File: config.mk
export PLATFORM = sky130hd
export DESIGN_NAME = lif_synapse
export DESIGN_NICKNAME = d
export VERILOG_FILES = /design/src/rtl/lif_pkg.sv /design/src/rtl/lif_syn_decay.sv /design/src/rtl/lif_synapse.sv
export SDC_FILE = /design/constraint.sdc
export NUM_CORES = 1
export LEC_CHECK = 0
export ABC_AREA = 1
export BUFFER_PORTS_ARGS = -buffer_cell sky130_fd_sc_hd__buf_2
export CAP_MARGIN = 10
export CORE_MARGIN = 1
export CORE_UTILIZATION = 40
export CTS_CLUSTER_SIZE = 14
export DETAILED_ROUTE_END_ITERATION = 8
export HOLD_SLACK_MARGIN = 0.08
export SYNTH_ARGS = -nofsm -noshare
export SYNTH_HDL_FRONTEND = slang
export SYNTH_SLANG_ARGS = --single-unit
File: constraint.sdc
create_clock -name clk -period 3.8 [get_ports clk]
set_input_delay 0.38 -clock clk [delete_from_list [all_inputs] [get_ports clk]]
set_output_delay 0.38 -clock clk [all_outputs]
set_load 0.02 [all_outputs]
File: src/rtl/lif_pkg.sv
// Shared types and constants for the LIF neuron/synapse chain.
package lif_pkg;

  localparam int unsigned LIF_WIDTH = 8;
  localparam logic [LIF_WIDTH-1:0] LIF_SAT_MAX = 8'hFF;

  typedef enum logic {
    IDLE   = 1'b0,
    ACTIVE = 1'b1
  } lif_state_e;

  typedef logic [1:0] lif_dep_t;

endpackage

File: src/rtl/lif_syn_decay.sv
// Combinational next-current rule: decay on tick first, then saturating add of the weight on spike.
module lif_syn_decay #(
  parameter int unsigned WIDTH       = 8,
  parameter int unsigned DECAY_SHIFT = 2
) (
  input  logic [WIDTH-1:0] c,
  input  logic             tick,
  input  logic             spike,
  input  logic [WIDTH-1:0] w_eff,
  output logic [WIDTH-1:0] c_next
);

  logic [WIDTH-1:0] d;
  logic [WIDTH-1:0] decayed;
  logic [WIDTH:0]   sum;

  always_comb begin
    d       = c >> DECAY_SHIFT;
    decayed = c;
    if (tick) begin
      // Small currents shed at least one unit per tick so they always reach zero.
      if (d == '0 && c != '0) decayed = c - WIDTH'(1);
      else                    decayed = c - d;
    end
    sum    = {1'b0, decayed} + {1'b0, w_eff};
    c_next = decayed;
    if (spike) c_next = sum[WIDTH] ? {WIDTH{1'b1}} : sum[WIDTH-1:0];
  end

endmodule

File: src/rtl/lif_synapse.sv
// Current-based synapse with loadable weight and exponential decay.
// Define SYN_STD_EN to add short-term depression of the effective weight.
module lif_synapse
  import lif_pkg::*;
#(
  parameter int unsigned WIDTH          = LIF_WIDTH,
  parameter int unsigned DECAY_SHIFT    = 2,
  parameter int unsigned PRESCALE       = 4,
  parameter int unsigned RECOVER_PERIOD = 16
) (
  input  logic             clk,
  input  logic             rst,
  input  logic             spike_in,
  input  logic [WIDTH-1:0] w_data,
  input  logic             w_valid,
  output logic             w_ready,
  output logic [WIDTH-1:0] current_out,
  output logic             active
);

  localparam int unsigned PW = (PRESCALE > 1) ? $clog2(PRESCALE) : 1;
  localparam logic [PW-1:0] PRESC_MAX = PW'(PRESCALE - 1);

  if (PRESCALE < 1 || RECOVER_PERIOD < 1) begin : g_param_check
    $error("lif_synapse: PRESCALE and RECOVER_PERIOD must be at least 1");
  end

  lif_state_e       state_q;
  logic [WIDTH-1:0] w_reg_q;
  logic [WIDTH-1:0] w_eff;
  logic [WIDTH-1:0] current_q;
  logic [WIDTH-1:0] c_next;
  logic [PW-1:0]    presc_q;
  logic             active_q;
  logic             w_ready_q;
  logic             tick;
  logic             load;

  assign tick = (state_q == ACTIVE) && (presc_q == PRESC_MAX);
  assign load = w_valid && w_ready_q;

`ifdef SYN_STD_EN
  localparam int unsigned RW = (RECOVER_PERIOD > 1) ? $clog2(RECOVER_PERIOD) : 1;
  localparam logic [RW-1:0] REC_MAX = RW'(RECOVER_PERIOD - 1);

  lif_dep_t      dep_q;
  logic [RW-1:0] rec_q;

  assign w_eff = w_reg_q >> dep_q;

  always_ff @(posedge clk) begin
    if (rst) begin
      dep_q <= '0;
      rec_q <= '0;
    end else begin
      if (spike_in || rec_q == REC_MAX) rec_q <= '0;
      else                              rec_q <= rec_q + 1'b1;
      // A weight load wins over a same-cycle spike: the new weight starts undepressed.
      if (load) begin
        dep_q <= '0;
      end else if (spike_in) begin
        if (dep_q != 2'd3) dep_q <= dep_q + 2'd1;
      end else if (rec_q == REC_MAX && dep_q != '0) begin
        dep_q <= dep_q - 2'd1;
      end
    end
  end
`else
  assign w_eff = w_reg_q;
`endif

  lif_syn_decay #(
    .WIDTH      (WIDTH),
    .DECAY_SHIFT(DECAY_SHIFT)
  ) u_decay (
    .c     (current_q),
    .tick  (tick),
    .spike (spike_in),
    .w_eff (w_eff),
    .c_next(c_next)
  );

  always_ff @(posedge clk) begin
    if (rst) begin
      state_q   <= IDLE;
      current_q <= '0;
      w_reg_q   <= '0;
      presc_q   <= '0;
      active_q  <= 1'b0;
      w_ready_q <= 1'b1;
    end else begin
      current_q <= c_next;
      if (load) w_reg_q <= w_data;
      case (state_q)
        IDLE: begin
          presc_q <= '0;
          if (spike_in && w_eff != '0) begin
            state_q   <= ACTIVE;
            active_q  <= 1'b1;
            w_ready_q <= 1'b0;
          end
        end
        ACTIVE: begin
          presc_q <= tick ? '0 : presc_q + 1'b1;
          if (c_next == '0 && !spike_in) begin
            state_q   <= IDLE;
            active_q  <= 1'b0;
            w_ready_q <= 1'b1;
          end
        end
        default: begin
          state_q   <= IDLE;
          active_q  <= 1'b0;
          w_ready_q <= 1'b1;
        end
      endcase
    end
  end

  assign current_out = current_q;
  assign active      = active_q;
  assign w_ready     = w_ready_q;

endmodule

==> out/results.txt, run 1 <==
Area Overhead vs Synth: 13.7%
Post-DP HPWL: 3000 um
CTS H-Tree Depth: 1
Worst Setup End Kind: register
First-pass GRT wire length: 6150 um
Status: finished, final reports clean
Vias per inst: 5.09
# DRC: 0
Chip Width: 66.2 um
RSZ-0062 raised after global routing: false
Gpl congestion: 0.834
Final ANT Viol Nets: 0
Worst Skew: 3.52 ps
Yosys reg bits: 21
CTS root buffer: clkbuf_8
CP arrival: 3680 ps
Synth Area in XOR/XNOR: 1.59%
Area of the die: 4380 um^2
Area leader, netlist: dfxtp_1
Mapped Area: 1650 um^2
Initial Util: 43.4%
Origin of the critical flop-to-flop path: current_out[5]
Ports: 22
Clock share of power: 22.0%
Initial antenna violation count: 0
Crit. Startpoint: current_out[5]
TritonCTS buffer count: 3
P_sw: 0.280 mW
Final period util: 92.4%
Tmin final: 3510 ps
Peak VDD IR: 0.232 mV
Internal power: 0.425 mW
Worst Setup Start Kind: register
Fmax achieved: 285 MHz
Worst r2r path cells: 27
Slew at the pin closest to its max-slew limit: 315 ps
Port bufs: 21
Synth Area in Adders: 13.8%
Synth Area in Compound Gates: 12.5%
Total wire length: 3620 um
Rows: 22
Pleak: 1.04 nW
Combinational share of power: 39.8%
Reg2reg end: active
Register area share after synthesis: 25.5%
Design area: 1870 um^2
Final net count: 306
Largest fanout on the critical path: 4
WHS Path Cells: 3
Final count of hold timing violations: 0
Hold_buf cts: 0
Share of layout cells above drive strength 1: 15.9%
Setup TNS: 0 ps
Mux cell area share after synthesis: 0%
Initial DRC Count: 57
Area share of the largest cell type after synthesis: 25.5%
Warnings from Yosys: 0
Routed len/inst: 11.2 um
Total track usage: 18.4%
GRT overflow: 0
CTS Buffer Depth: 2
Post-synthesis net count: 283
Ant diodes: 0
Die Y: 66.2 um
Pin count of the biggest net entering global routing: 14
Min-delay worst type: primary input to register
Hold EP: w_eff[1]
Max-slew violations: 0
Clk Latency, worst-skew pair: 270 ps
Hold Startpoint: w_data[1]
CTS clk-pin slew, worst paths: 80 ps
Core ar.: 3800 um^2
Vias in the first global route: 1409
Final setup viols: 0
CTS tree: built
Sequential power share: 38.2%
Post-Synth Simple-Gate Area: 36.4%
Post-Syn Instances: 254
Placed inst area: 1800 um^2
Clock sinks: 21
Synth unique cells: 32
Switching part of the total: 39.7%
PD cells: 376 nW/um^2
First drt pass iteration count: 6
Fin util: 49.3%
R2R setup slack: 290 ps
Top cells by area, synth: dfxtp_1 26%, nand2_1 17%, ha_1 11%
Main combinational cell family by area after synthesis: simple AND/OR/NAND/NOR gates
Crit path kind: register to register
Via count: 1648
Slew headroom: 78.9%
# Max-Cap Violations: 0
Syn Area/Cell: 6.49 um^2
WP data required: 3970 ps
==> timing repair <==
item,in CTS,in global routing
setup buffers,0,0
endpoints found under the setup margin,0,3
gates resized for setup,0,5
==> final cells by class <==
| class | count | area (um^2) |
|---|---|---|
| fill | 404 | 1930 |
| clock buffer | 3 | 41.3 |
| clock inverter | 1 | 7.51 |
| sequential | 21 | 422 |
| inverter | 40 | 155 |
| tap | 48 | 60.1 |
| multi-input combinational | 190 | 1080 |
| timing repair buffer | 21 | 105 |
==> cell usage in the layout, fill, tap and decap left out, drive strengths merged, types with 3 or more instances in the layout <==
| cell | instances |
|---|---|
| nor2 | 22 |
| nand2 | 77 |
| ha | 15 |
| xor2 | 3 |
| o21ai | 10 |
| clkbuf | 3 |
| nand3 | 28 |
| dfxtp | 21 |
| buf | 21 |
| inv | 39 |
| a21oi | 19 |
==> power groups by stage <==
stage	Combinational, mW	Clock (mW)	Sequential [mW]
after floorplan	0.201	0	0.282
after global placement	0.277	0	0.274
after detailed placement	0.274	0	0.274
after CTS	0.276	0.165	0.269
after global routing	0.323	0.170	0.273
final	0.281	0.155	0.269
==> state kept, by name (all words and copies together), names as in the netlist <==
name and count:
current_out 8, w_eff 8, presc_q 2, active 1, state_q 1, w_ready 1
==> synth_stat cells, drive strengths merged <==
library cell,number
or2,1
a21oi,19
dfxtp,21
a31oi,1
o22ai,2
inv,39
ha,15
buf,1
nand4,2
nor3,2
a211oi,1
clkinv,1
clkbuf,2
o21a,1
fa,2
o21ai,10
nand3,28
nand3b,2
nand2,77
xor2,3
nor2,22
nor4,1
o41ai,1
==> worst max path at each step <==
stage                     endpoint  slack [ps]  depth (start not counted)
after floorplan             active         450                         24
after global placement      active         300                         24
after detailed placement    active         250                         24
after CTS                   active         220                         24
after global routing        active          20                         27
final                       active         290                         27
==> through the flow <==
step | power [mW] | worst slack (ps) | std cells | hold WS, ps
after global placement | 0.551 | 303 | 320 | 413
final | 0.705 | 289 | 324 | 357
after global routing | 0.766 | 16.3 | 324 | 376
after floorplan | 0.483 | 448 | 254 | 398
after detailed placement | 0.548 | 255 | 320 | 424
after CTS | 0.709 | 220 | 324 | 347
==> routing by layer <==
metal	track usage (%)	share of wire, %	up-vias
met5	0	0	-
met4	3.99	0.94	0
li1	-	-	866
met2	29.0	44	37
met1	25.5	49	740
met3	4.14	5.4	5
==> cells by family (layout without fill, tap and decap cells) <==
kind of cell | Yosys count | count (layout)
simple gates | 135 | 135
fa+ha+maj | 17 | 17
flops | 21 | 21
compound gates | 35 | 35
xor+xnor | 3 | 3
buf+inv | 43 | 65
==> worst max-delay path, cell delays in order, from the launching register on <==
cell and delay (ps):
dfxtp_1 360, inv_1 90, nand3_1 90, o41ai_2 210, ha_2 220, inv_1 60
fa_1 410, nand3_1 110, nand2_1 80, nand2_1 100, nand3_2 80, nand2_1 80
inv_1 40, ha_1 330, nand2_1 100, inv_1 40, nand2_1 50, nand2_1 80
a21oi_4 160, nand2_2 120, inv_2 80, nand3_1 60, nand2_1 90, nand2_1 60
nor2_2 100, nand3_1 100, nand2_1 80, nand2_1 40
(Power assumes the default switching activity.)
==> run 2, diff against run 1 <==
--- a/config.mk
+++ b/config.mk
@@ -13,6 +13,7 @@
 export CTS_CLUSTER_SIZE = 14
 export DETAILED_ROUTE_END_ITERATION = 8
 export HOLD_SLACK_MARGIN = 0.08
+export SETUP_SLACK_MARGIN = 0.5
 export SYNTH_ARGS = -nofsm -noshare
 export SYNTH_HDL_FRONTEND = slang
 export SYNTH_SLANG_ARGS = --single-unit
==> run 2 against run 1 <==
Effect of this change:
- setup slack improved by 90 ps
- sequential power hardly changed
- clock skew is 2.8 ps higher
- largest power group unchanged
- via count shrank 2.1%
==> out/results.txt, run 2 (synthesis results as in run 1) <==
Max-slew violations: 0 (unchanged)
Area of the die: 4380 um^2 (unchanged)
WP data required: 3960 ps (was 3970 ps)
Ports: 22 (unchanged)
CP max stage delay: 410 ps (about the same)
Total wire length: 3880 um (was 3620 um)
Tmin final: 3420 ps (was 3510 ps)
Ant diodes: 0 (unchanged)
Initial Util: 43.4% (unchanged)
Initial antenna violation count: 0 (unchanged)
Sequential power share: 35.3% (was 38.2%)
RSZ-0062 raised after global routing: true (was false)
Hold Startpoint: w_data[6] (was w_data[1])
Crit path kind: register to register (unchanged)
Setup WS pre-CTS: 293 ps (was 255 ps)
CTS root buffer: clkbuf_8 (unchanged)
Vias per inst: 4.86 (was 5.09)
Post-DP HPWL: 3010 um (was 3000 um)
First drt pass iteration count: 4 (was 6)
Final count of hold timing violations: 0 (unchanged)
Hold_buf cts: 0 (unchanged)
Reg2reg end: active (unchanged)
Status: finished, final reports clean (unchanged)
Port bufs: 21 (unchanged)
Core ar.: 3800 um^2 (unchanged)
Chip Width: 66.2 um (unchanged)
CTS tree: built (unchanged)
Largest fanout on the critical path: 4 (unchanged)
GRT overflow: 0 (unchanged)
Min-delay worst type: primary input to register (unchanged)
Worst r2r path cells: 28 (was 27)
Clock sinks: 21 (unchanged)
Total Power: 0.759 mW (was 0.705 mW)
Area Overhead vs Synth: 25.7% (was 13.7%)
Highest-delay cell along the critical path: fa_2 (was fa_1)
Die Y: 66.2 um (unchanged)
P_sw: 0.305 mW (was 0.280 mW)
Commonest non-fill, non-tap cells in the layout: 60 x nand2_1, 31 x inv_1, 21 x buf_2 (was 73 x nand2_1, 37 x inv_1, 27 x nand3_1)
Switching part of the total: 40.2% (was 39.7%)
Via count: 1613 (was 1648)
Gpl congestion: 0.867 (was 0.834)
Worst Setup Start Kind: register (unchanged)
# Max-Cap Violations: 0 (unchanged)
Final setup viols: 0 (unchanged)
Share of layout cells above drive strength 1: 31.7% (was 15.9%)
Total track usage: 19.4% (was 18.4%)
Clock share of power: 19.8% (was 22.0%)
Pleak: 1.10 nW (was 1.04 nW)
WHS Path Cells: 3 (unchanged)
Rows: 22 (unchanged)
Hold EP: w_eff[6] (was w_eff[1])
Slew at the pin closest to its max-slew limit: 319 ps (was 315 ps)
First-pass GRT wire length: 6620 um (was 6150 um)
Worst Setup End Kind: register (unchanged)
CTS clk-pin slew, worst paths: 80 ps (about the same)
CTS Buffer Depth: 2 (unchanged)
Combinational share of power: 44.9% (was 39.8%)
R2R setup slack: 380 ps (was 290 ps)
Final net count: 314 (was 306)
Internal power: 0.454 mW (was 0.425 mW)
CTS H-Tree Depth: 1 (unchanged)
TritonCTS buffer count: 3 (unchanged)
Clk Latency, worst-skew pair: 260 ps (was 270 ps)
Commonest non-fill, non-tap cell in the layout: nand2_1 (unchanged)
Peak VDD IR: 0.250 mV (was 0.232 mV)
Fmax achieved: 292 MHz (was 285 MHz)
Origin of the critical flop-to-flop path: current_out[5] (unchanged)
# DRC: 0 (unchanged)
Vias in the first global route: 1500 (was 1409)
Worst Skew: 6.33 ps (was 3.52 ps)
CP arrival: 3580 ps (was 3680 ps)
Final worst setup slack: 379 ps (was 289 ps)
Setup TNS: 0 ps (unchanged)
Routed len/inst: 11.7 um (was 11.2 um)
Initial DRC Count: 37 (was 57)
Final period util: 90.0% (was 92.4%)
Pin count of the biggest net entering global routing: 13 (was 14)
Slew headroom: 78.7% (was 78.9%)
Crit path top cell by count: nand2_2 (was nand2_1)
Final ANT Viol Nets: 0 (unchanged)
PD cells: 366 nW/um^2 (was 376 nW/um^2)
## run 2: changes by cell type in the layout (fill, tap and decap cells not counted), moves of 3 or more
cell	previous run	this run
inv_1	37	31
buf_4	0	8
nand2_1	73	60
dfxtp_1	20	16
ha_1	14	11
inv_2	2	8
nand3_2	1	8
nand2_2	2	13
nand3_1	27	20
## run 2: what timing repair did
| action | in CTS | in global routing |
|---|---|---|
| buffers inserted | 1 | 5 |
| pin swaps | 1 | 14 |
| resized for setup | 12 | 36 |
| endpoints found under the setup margin | 3 | 3 |
## run 2: worst max-delay path by stage
stage | from | to | slack [ps] | cells after the start
floorplan | current_out[7] | active | 540 | 25
global placement | current_out[7] | active | 300 | 25
detailed placement | current_out[7] | active | 290 | 25
CTS | current_out[7] | active | 460 | 23
global route | current_out[5] | active | 130 | 28
finish | current_out[5] | active | 380 | 28
## run 2: power groups by stage
stage	logic (mW)	registers (mW)	clock network [mW]
6_report	0.341	0.268	0.151
5_1_grt	0.385	0.272	0.165
4_1_cts	0.299	0.266	0.154
3_5_place_dp	0.280	0.272	0
3_3_place_gp	0.283	0.272	0
2_1_floorplan	0.201	0.283	0
## run 2: metrics by stage
stage / util, % / cells / hold slack [ps] / cell area [um^2]
2_1_floorplan: - / 254 / 398 / 1650
3_3_place_gp: 47.9 / 322 / 412 / 1820
3_5_place_dp: 47.9 / 322 / 411 / 1820
4_1_cts: 50.6 / 327 / 365 / 1920
5_1_grt: 54.5 / 332 / 376 / 2070
6_report: 54.5 / 332 / 362 / 2070
## run 2: final cells by class
cell class	instances	area, um^2
Clock inverter	1	5.00
Fill cell	382	1730
Multi-Input combinational cell	190	1210
Sequential cell	21	432
Inverter	40	155
Clock buffer	3	41.3
Timing Repair Buffer	29	165
Tap cell	48	60.1
## run 2: layer usage
layer | share of wire, % | track usage [%]
met1 | 51 | 27.1
met2 | 44 | 30.5
met3 | 2.9 | 3.28
met4 | 1.4 | 5.32
met5 | 0 | 0
## run 2: worst max-delay path: cells and delay by family, from the launching register on
kind                     cells  cell delay [ps]
AO/OA/AOI/OAI                2              530
buffers and inverters        5              280
adder cells (fa/ha/maj)      3              860
flip-flops                   1              350
AND/OR/NAND/NOR             18             1300
